File: config.mk
export PLATFORM = sky130hd
export DESIGN_NAME = mux_arb
export DESIGN_NICKNAME = d
export VERILOG_FILES = /design/src/rtl/mux_arb_pkg.sv /design/src/rtl/rr_arb2.sv /design/src/rtl/mux_arb.sv
export SDC_FILE = /design/constraint.sdc
export NUM_CORES = 1
export LEC_CHECK = 0
export CAP_MARGIN = 20
export CORE_MARGIN = 8
export CORE_UTILIZATION = 38
export DETAILED_ROUTE_END_ITERATION = 7
export GPL_TIMING_DRIVEN = 0
export PLACE_DENSITY = 0.82
export SETUP_SLACK_MARGIN = 0.5
export SYNTH_ARGS = -nofsm -noshare
export SYNTH_HDL_FRONTEND = slang
export SYNTH_SLANG_ARGS = --single-unit
File: constraint.sdc
create_clock -name clk -period 2.15 [get_ports clk]
set_clock_uncertainty 0.2 [all_clocks]
set_input_delay 0.43 -clock clk [delete_from_list [all_inputs] [get_ports clk]]
set_output_delay 0.43 -clock clk [all_outputs]
set_load 0.1 [all_outputs]
File: src/rtl/mux_arb_pkg.sv
// mux_arb_pkg: shared source encoding and the round-robin pick helper
// used by the 2-to-1 stream merger (mux_arb) and its arbiter (rr_arb2).
// The source encoding macros are shared with the dmux benches.
// Optional feature macro: MUX_ARB_LOCK_EN (packet lock, see rr_arb2/mux_arb).

`ifndef MUX_SRC_A
`define MUX_SRC_A 1'b0
`endif
`ifndef MUX_SRC_B
`define MUX_SRC_B 1'b1
`endif

package mux_arb_pkg;

  // Identity of a merger input; also the encoding driven on y_src.
  typedef enum logic {
    SRC_A = `MUX_SRC_A,
    SRC_B = `MUX_SRC_B
  } src_e;

  // Request/grant vector bit positions.
  localparam int REQ_A = 0;
  localparam int REQ_B = 1;

  // One-hot (or zero) grant: a lone requester wins, on contention the
  // input that did not win the last transfer wins.
  function automatic logic [1:0] rr_pick(input logic [1:0] req, input src_e last);
    logic [1:0] g;
    case (req)
      2'b01:   g = 2'b01;
      2'b10:   g = 2'b10;
      2'b11:   g = (last == SRC_B) ? 2'b01 : 2'b10;
      default: g = 2'b00;
    endcase
    return g;
  endfunction

endpackage

File: src/rtl/rr_arb2.sv
// rr_arb2: two-requester round-robin arbiter with a transfer-driven
// pointer. The pointer moves only when the caller reports an actual
// transfer (advance), never on a grant alone.
// Optional feature macro: MUX_ARB_LOCK_EN adds a packet lock that keeps
// the grant on one source until it transfers a beat flagged as last.

module rr_arb2
  import mux_arb_pkg::*;
(
  input  logic       clk,
  input  logic       rst,
  input  logic [1:0] req,
  input  logic       advance,
`ifdef MUX_ARB_LOCK_EN
  input  logic       advance_last,
`endif
  output logic [1:0] gnt
);

  src_e last_r;
  src_e gnt_src;

`ifdef MUX_ARB_LOCK_EN
  logic locked_r;
  src_e lock_src_r;
`endif

  // Combinational grant: round-robin pick, overridden by an active lock.
  always_comb begin
    gnt = rr_pick(req, last_r);
`ifdef MUX_ARB_LOCK_EN
    if (locked_r) begin
      if (lock_src_r == SRC_A) begin
        gnt = {1'b0, req[REQ_A]};
      end else begin
        gnt = {req[REQ_B], 1'b0};
      end
    end else begin
      gnt = rr_pick(req, last_r);
    end
`endif
    gnt_src = gnt[REQ_B] ? SRC_B : SRC_A;
  end

  // Pointer register: remembers the source of the most recent transfer.
  always_ff @(posedge clk) begin
    if (rst) begin
      last_r <= SRC_B;
    end else if (advance) begin
      last_r <= gnt_src;
    end else begin
      last_r <= last_r;
    end
  end

`ifdef MUX_ARB_LOCK_EN
  // Lock register: a non-final beat locks onto its source, a final beat releases.
  always_ff @(posedge clk) begin
    if (rst) begin
      locked_r   <= 1'b0;
      lock_src_r <= SRC_A;
    end else if (advance) begin
      locked_r   <= ~advance_last;
      lock_src_r <= gnt_src;
    end else begin
      locked_r   <= locked_r;
      lock_src_r <= lock_src_r;
    end
  end
`endif

endmodule

File: src/rtl/mux_arb.sv
// mux_arb: 2-to-1 valid/ready stream merger with fair round-robin
// arbitration and a single registered output stage (one beat per cycle,
// drain and refill in the same cycle).
// Optional feature macro: MUX_ARB_LOCK_EN adds a_last/b_last/y_last and
// keeps the grant on one input for the length of a packet.

module mux_arb
  import mux_arb_pkg::*;
#(
  parameter int W = 8
) (
  input  logic         clk,
  input  logic         rst,
  input  logic         a_valid,
  output logic         a_ready,
  input  logic [W-1:0] a_data,
`ifdef MUX_ARB_LOCK_EN
  input  logic         a_last,
`endif
  input  logic         b_valid,
  output logic         b_ready,
  input  logic [W-1:0] b_data,
`ifdef MUX_ARB_LOCK_EN
  input  logic         b_last,
`endif
  output logic         y_valid,
  input  logic         y_ready,
  output logic [W-1:0] y_data,
`ifdef MUX_ARB_LOCK_EN
  output logic         y_last,
`endif
  output logic         y_src
);

  logic [1:0] req;
  logic [1:0] gnt;
  logic       can_load;
  logic       xfer_a;
  logic       xfer_b;
  logic       advance;
`ifdef MUX_ARB_LOCK_EN
  logic       advance_last;
`endif

  rr_arb2 u_arb (
    .clk          (clk),
    .rst          (rst),
    .req          (req),
    .advance      (advance),
`ifdef MUX_ARB_LOCK_EN
    .advance_last (advance_last),
`endif
    .gnt          (gnt)
  );

  // Handshake: readies come from the grant and the output slot, never while in reset.
  always_comb begin
    req      = {b_valid, a_valid};
    can_load = ~y_valid | y_ready;
    a_ready  = ~rst & can_load & gnt[REQ_A];
    b_ready  = ~rst & can_load & gnt[REQ_B];
    xfer_a   = a_valid & a_ready;
    xfer_b   = b_valid & b_ready;
    advance  = xfer_a | xfer_b;
`ifdef MUX_ARB_LOCK_EN
    advance_last = xfer_b ? b_last : a_last;
`endif
  end

  // Output stage: load on transfer, empty on drain without refill, else hold.
  always_ff @(posedge clk) begin
    if (rst) begin
      y_valid <= 1'b0;
      y_data  <= {W{1'b0}};
      y_src   <= SRC_A;
`ifdef MUX_ARB_LOCK_EN
      y_last  <= 1'b0;
`endif
    end else if (xfer_a) begin
      y_valid <= 1'b1;
      y_data  <= a_data;
      y_src   <= SRC_A;
`ifdef MUX_ARB_LOCK_EN
      y_last  <= a_last;
`endif
    end else if (xfer_b) begin
      y_valid <= 1'b1;
      y_data  <= b_data;
      y_src   <= SRC_B;
`ifdef MUX_ARB_LOCK_EN
      y_last  <= b_last;
`endif
    end else if (y_valid && y_ready) begin
      y_valid <= 1'b0;
    end else begin
      y_valid <= y_valid;
    end
  end

endmodule

==> results.yml <==
outcome:
  outcome: "completed"
timing:
  drv_slew: 0
  tightest_slew_ns: 0.376
  grt_setup_unrepaired: "yes"
  hold_viol: 0
  timing.setup.tns_ns: 0
  slew_headroom: 0.746
  period_minus_slack_ns: 2.00
  hold_ws_ns: 0.302
  clock.fmax_ghz: 0.500
  period_share: 0.931
  setup_violations: 0
floorplan:
  die_w_um: 57.2
  die_area_mm2: 0.00327
  start_util: 0.390
  ios: 33
  core_area_mm2: 0.00165
  die_height_um: 57.2
  placementRows: 15
flow_run:
  maxCapViolations: 0
power:
  combinationalPowerShare: 0.489
  p_int_uw: 426
  total_power_uw: 744
  pwr-share-clk: 0.200
  peakVddDrop_uv: 387
  powerDensity_mw_per_mm2: 551
  p_leak_uw: 0.000544
  sw_frac_of_total: 0.428
  p_switching_uw: 318
  seqPwrFrac: 0.311
synthesis:
  synth-adder-area-share: 0
  synth_compound_area_frac: 0.357
  muxShareOfSynthArea: 0
  synth_top_area_cell: "dfxtp_1"
  ys_types: 24
  ys_warn_count: 0
  synth_xor_area_frac: 0
  synth-simple-area-share: 0.206
  synth.area.top_cells: "dfxtp_1, a311oi_1, o41ai_1"
  synthesis.nets: 97
  netlist.area_leader.share: 0.342
  syn_inst: 76
  synth_top_family_by_area: "compound AO/OA/AOI/OAI gates"
  synth-seq-cells: 11
  synth_seq_area_share: 0.342
  synth.avg_cell_area_um2: 8.48
  synth_area_um2: 644
route:
  wl_um: 3210
  antenna_left: 0
  via_count: 933
  drt_pass1_iterations: 6
  drt_iter0_markers: 33
  vias_per_cell: 6.71
  drc_errors: 0
  wl_per_cell_um: 23.1
place:
  place.gp.congestion: 0.833
  placed_cells: 125
  io_buffers: 32
  hpwl_um: 1800
  place_area_mm2: 0.00106
global_route:
  grt_pass1_wl_um: 4770
  grt_start_max_net_pins: 11
  antenna_found_initial: 0
  gr-usage-all-layers: 0.178
  grt_pass1_vias: 940
  overflow: 0
clocking:
  clk_pin_slew_worst_paths_ns: 0.08
  htreeDepth: 1
  hold_buffers: 0
  clkLatencyLatePin_ns: 0.28
  cts_tree: "yes"
  cts_buffer_depth: 2
  cts_inserted_buffers: 3
  clockRootBuffer: "clkbuf_4"
  clock-sinks: 11
layout:
  fillers: 111
  multi_input_area_um2: 559
  layout-drive-gt1-share: 0.557
  register_area_um2: 225
  diodes: 0
  final_area_mm2: 0.00135
  nets: 144
  syn_to_final_growth_pct: 110
  final-instance-count-excl-fill: 139
critical_path:
  crit_type: "reg2out"
  cp_slowest_cell: "dfxtp_4"
  path_cells: "nor2b_4 > buf_6 > clkbuf_16 > nor3_4 > buf_12"
  crit_arrival_ns: 1.37
  crit_path_end_kind: "primary output"
  crit_required_ns: 1.52
  cp-start-kind: "flop"
  path_max_fanout: 3
  slowest_delay_ns: 0.34
min_path:
  holdCritPathClass: "in2reg"
==> sequential cells by signal, summed over array words and instances (netlist names) <==
register / flops
u_arb.last_r: 1
y_valid: 1
y_data: 8
y_src: 1
==> layout make-up <==
cell class	instances	area share
plain buffers	10	0.107
clock buffers	4	0.0194
inverters	3	0.00833
multi-input cells	52	0.414
flip-flops and latches	11	0.167
well taps	17	0.0157
repair buffers	42	0.269
==> worst max-delay path, delay by kind of cell, from the launching register on <==
| kind | cells | cell delay [ns] |
|---|---|---|
| buffers and inverters | 3 | 0.47 |
| DFF | 1 | 0.34 |
| and+or+nand+nor | 2 | 0.28 |
==> per-layer routing <==
metal,part of all wire,GRT usage,routed length (µm)
met5,0,0,0
met4,0.030,0.104,95
met3,0.062,0.0421,199
met2,0.52,0.291,1670
met1,0.39,0.204,1240
==> cell usage after synthesis, drive strengths merged <==
cell / count
o31a: 1
and3: 1
inv: 2
nor3: 1
o221a: 1
o21ai: 1
a31oi: 9
a311oi: 8
buf: 5
nor2b: 2
nand2: 8
nand2b: 1
clkbuf: 5
o41ai: 8
or4: 8
or3: 1
dfxtp: 11
a2111oi: 1
or2: 1
clkinv: 1
==> kinds of logic (layout without fill, tap and decap cells) <==
kind of cell	after synthesis	count (layout)
and+or+nand+nor	23	23
DFF	11	11
buffers and inverters	13	59
AOI/OAI and AO/OA	29	29
==> placed cells by master (no fill, tap or decap), types with 2 or more instances in the layout <==
cell type        Yosys  layout
a31oi_1              9       9
buf_12               0       3
buf_2                2       4
or4_1                8       2
dfxtp_1             11       9
clkbuf_8             0       3
clkdlybuf4s50_1      0      10
buf_4                0      17
o41ai_4              0       3
or4_4                0       6
a311oi_2             0       5
inv_2                1       2
nand2_1              8       8
a311oi_1             8       3
dlygate4sd2_1        0       7
o41ai_2              0       5
clkbuf_4             0       3
nor2b_4              0       2
buf_6                1       6
==> path summary, 6_finish.rpt <==
path | from | to | slack (ns) | cells past startpoint
max reg2reg | y_valid$_SDFFE_PP0P_ | y_data[6]$_SDFFE_PP0P_ | 0.30 | 6
max | y_valid$_SDFFE_PP0P_ | a_ready | 0.15 | 5
min | b_valid | y_valid$_SDFFE_PP0P_ | 0.30 | 3
min reg2reg | y_src$_SDFFE_PP0P_ | y_src$_SDFFE_PP0P_ | 0.36 | 1
==> power groups by stage <==
stage | registers, µW | logic, µW | clock network, µW
after floorplan | 337 | 96.3 | 0
after global placement | 232 | 286 | 0
after detailed placement | 234 | 290 | 0
after CTS | 230 | 337 | 143
after global routing | 233 | 376 | 156
final | 231 | 364 | 149
==> per-stage QoR <==
step | utilization | setup slack, ns
final | 0.818 | 0.148
after global routing | 0.818 | 0.109
after CTS | 0.785 | 0.0957
after detailed placement | 0.639 | -1.27
after global placement | 0.639 | -1.22
after floorplan | - | -0.195
==> repair_timing <==
action | CTS | global route
buffers inserted | 6 | 3
setup endpoints to repair | 23 | 12
pin swaps | 20 | 9
resized for setup | 128 | 11
gates cloned | 1 | 0
(Power assumes the default switching activity.)
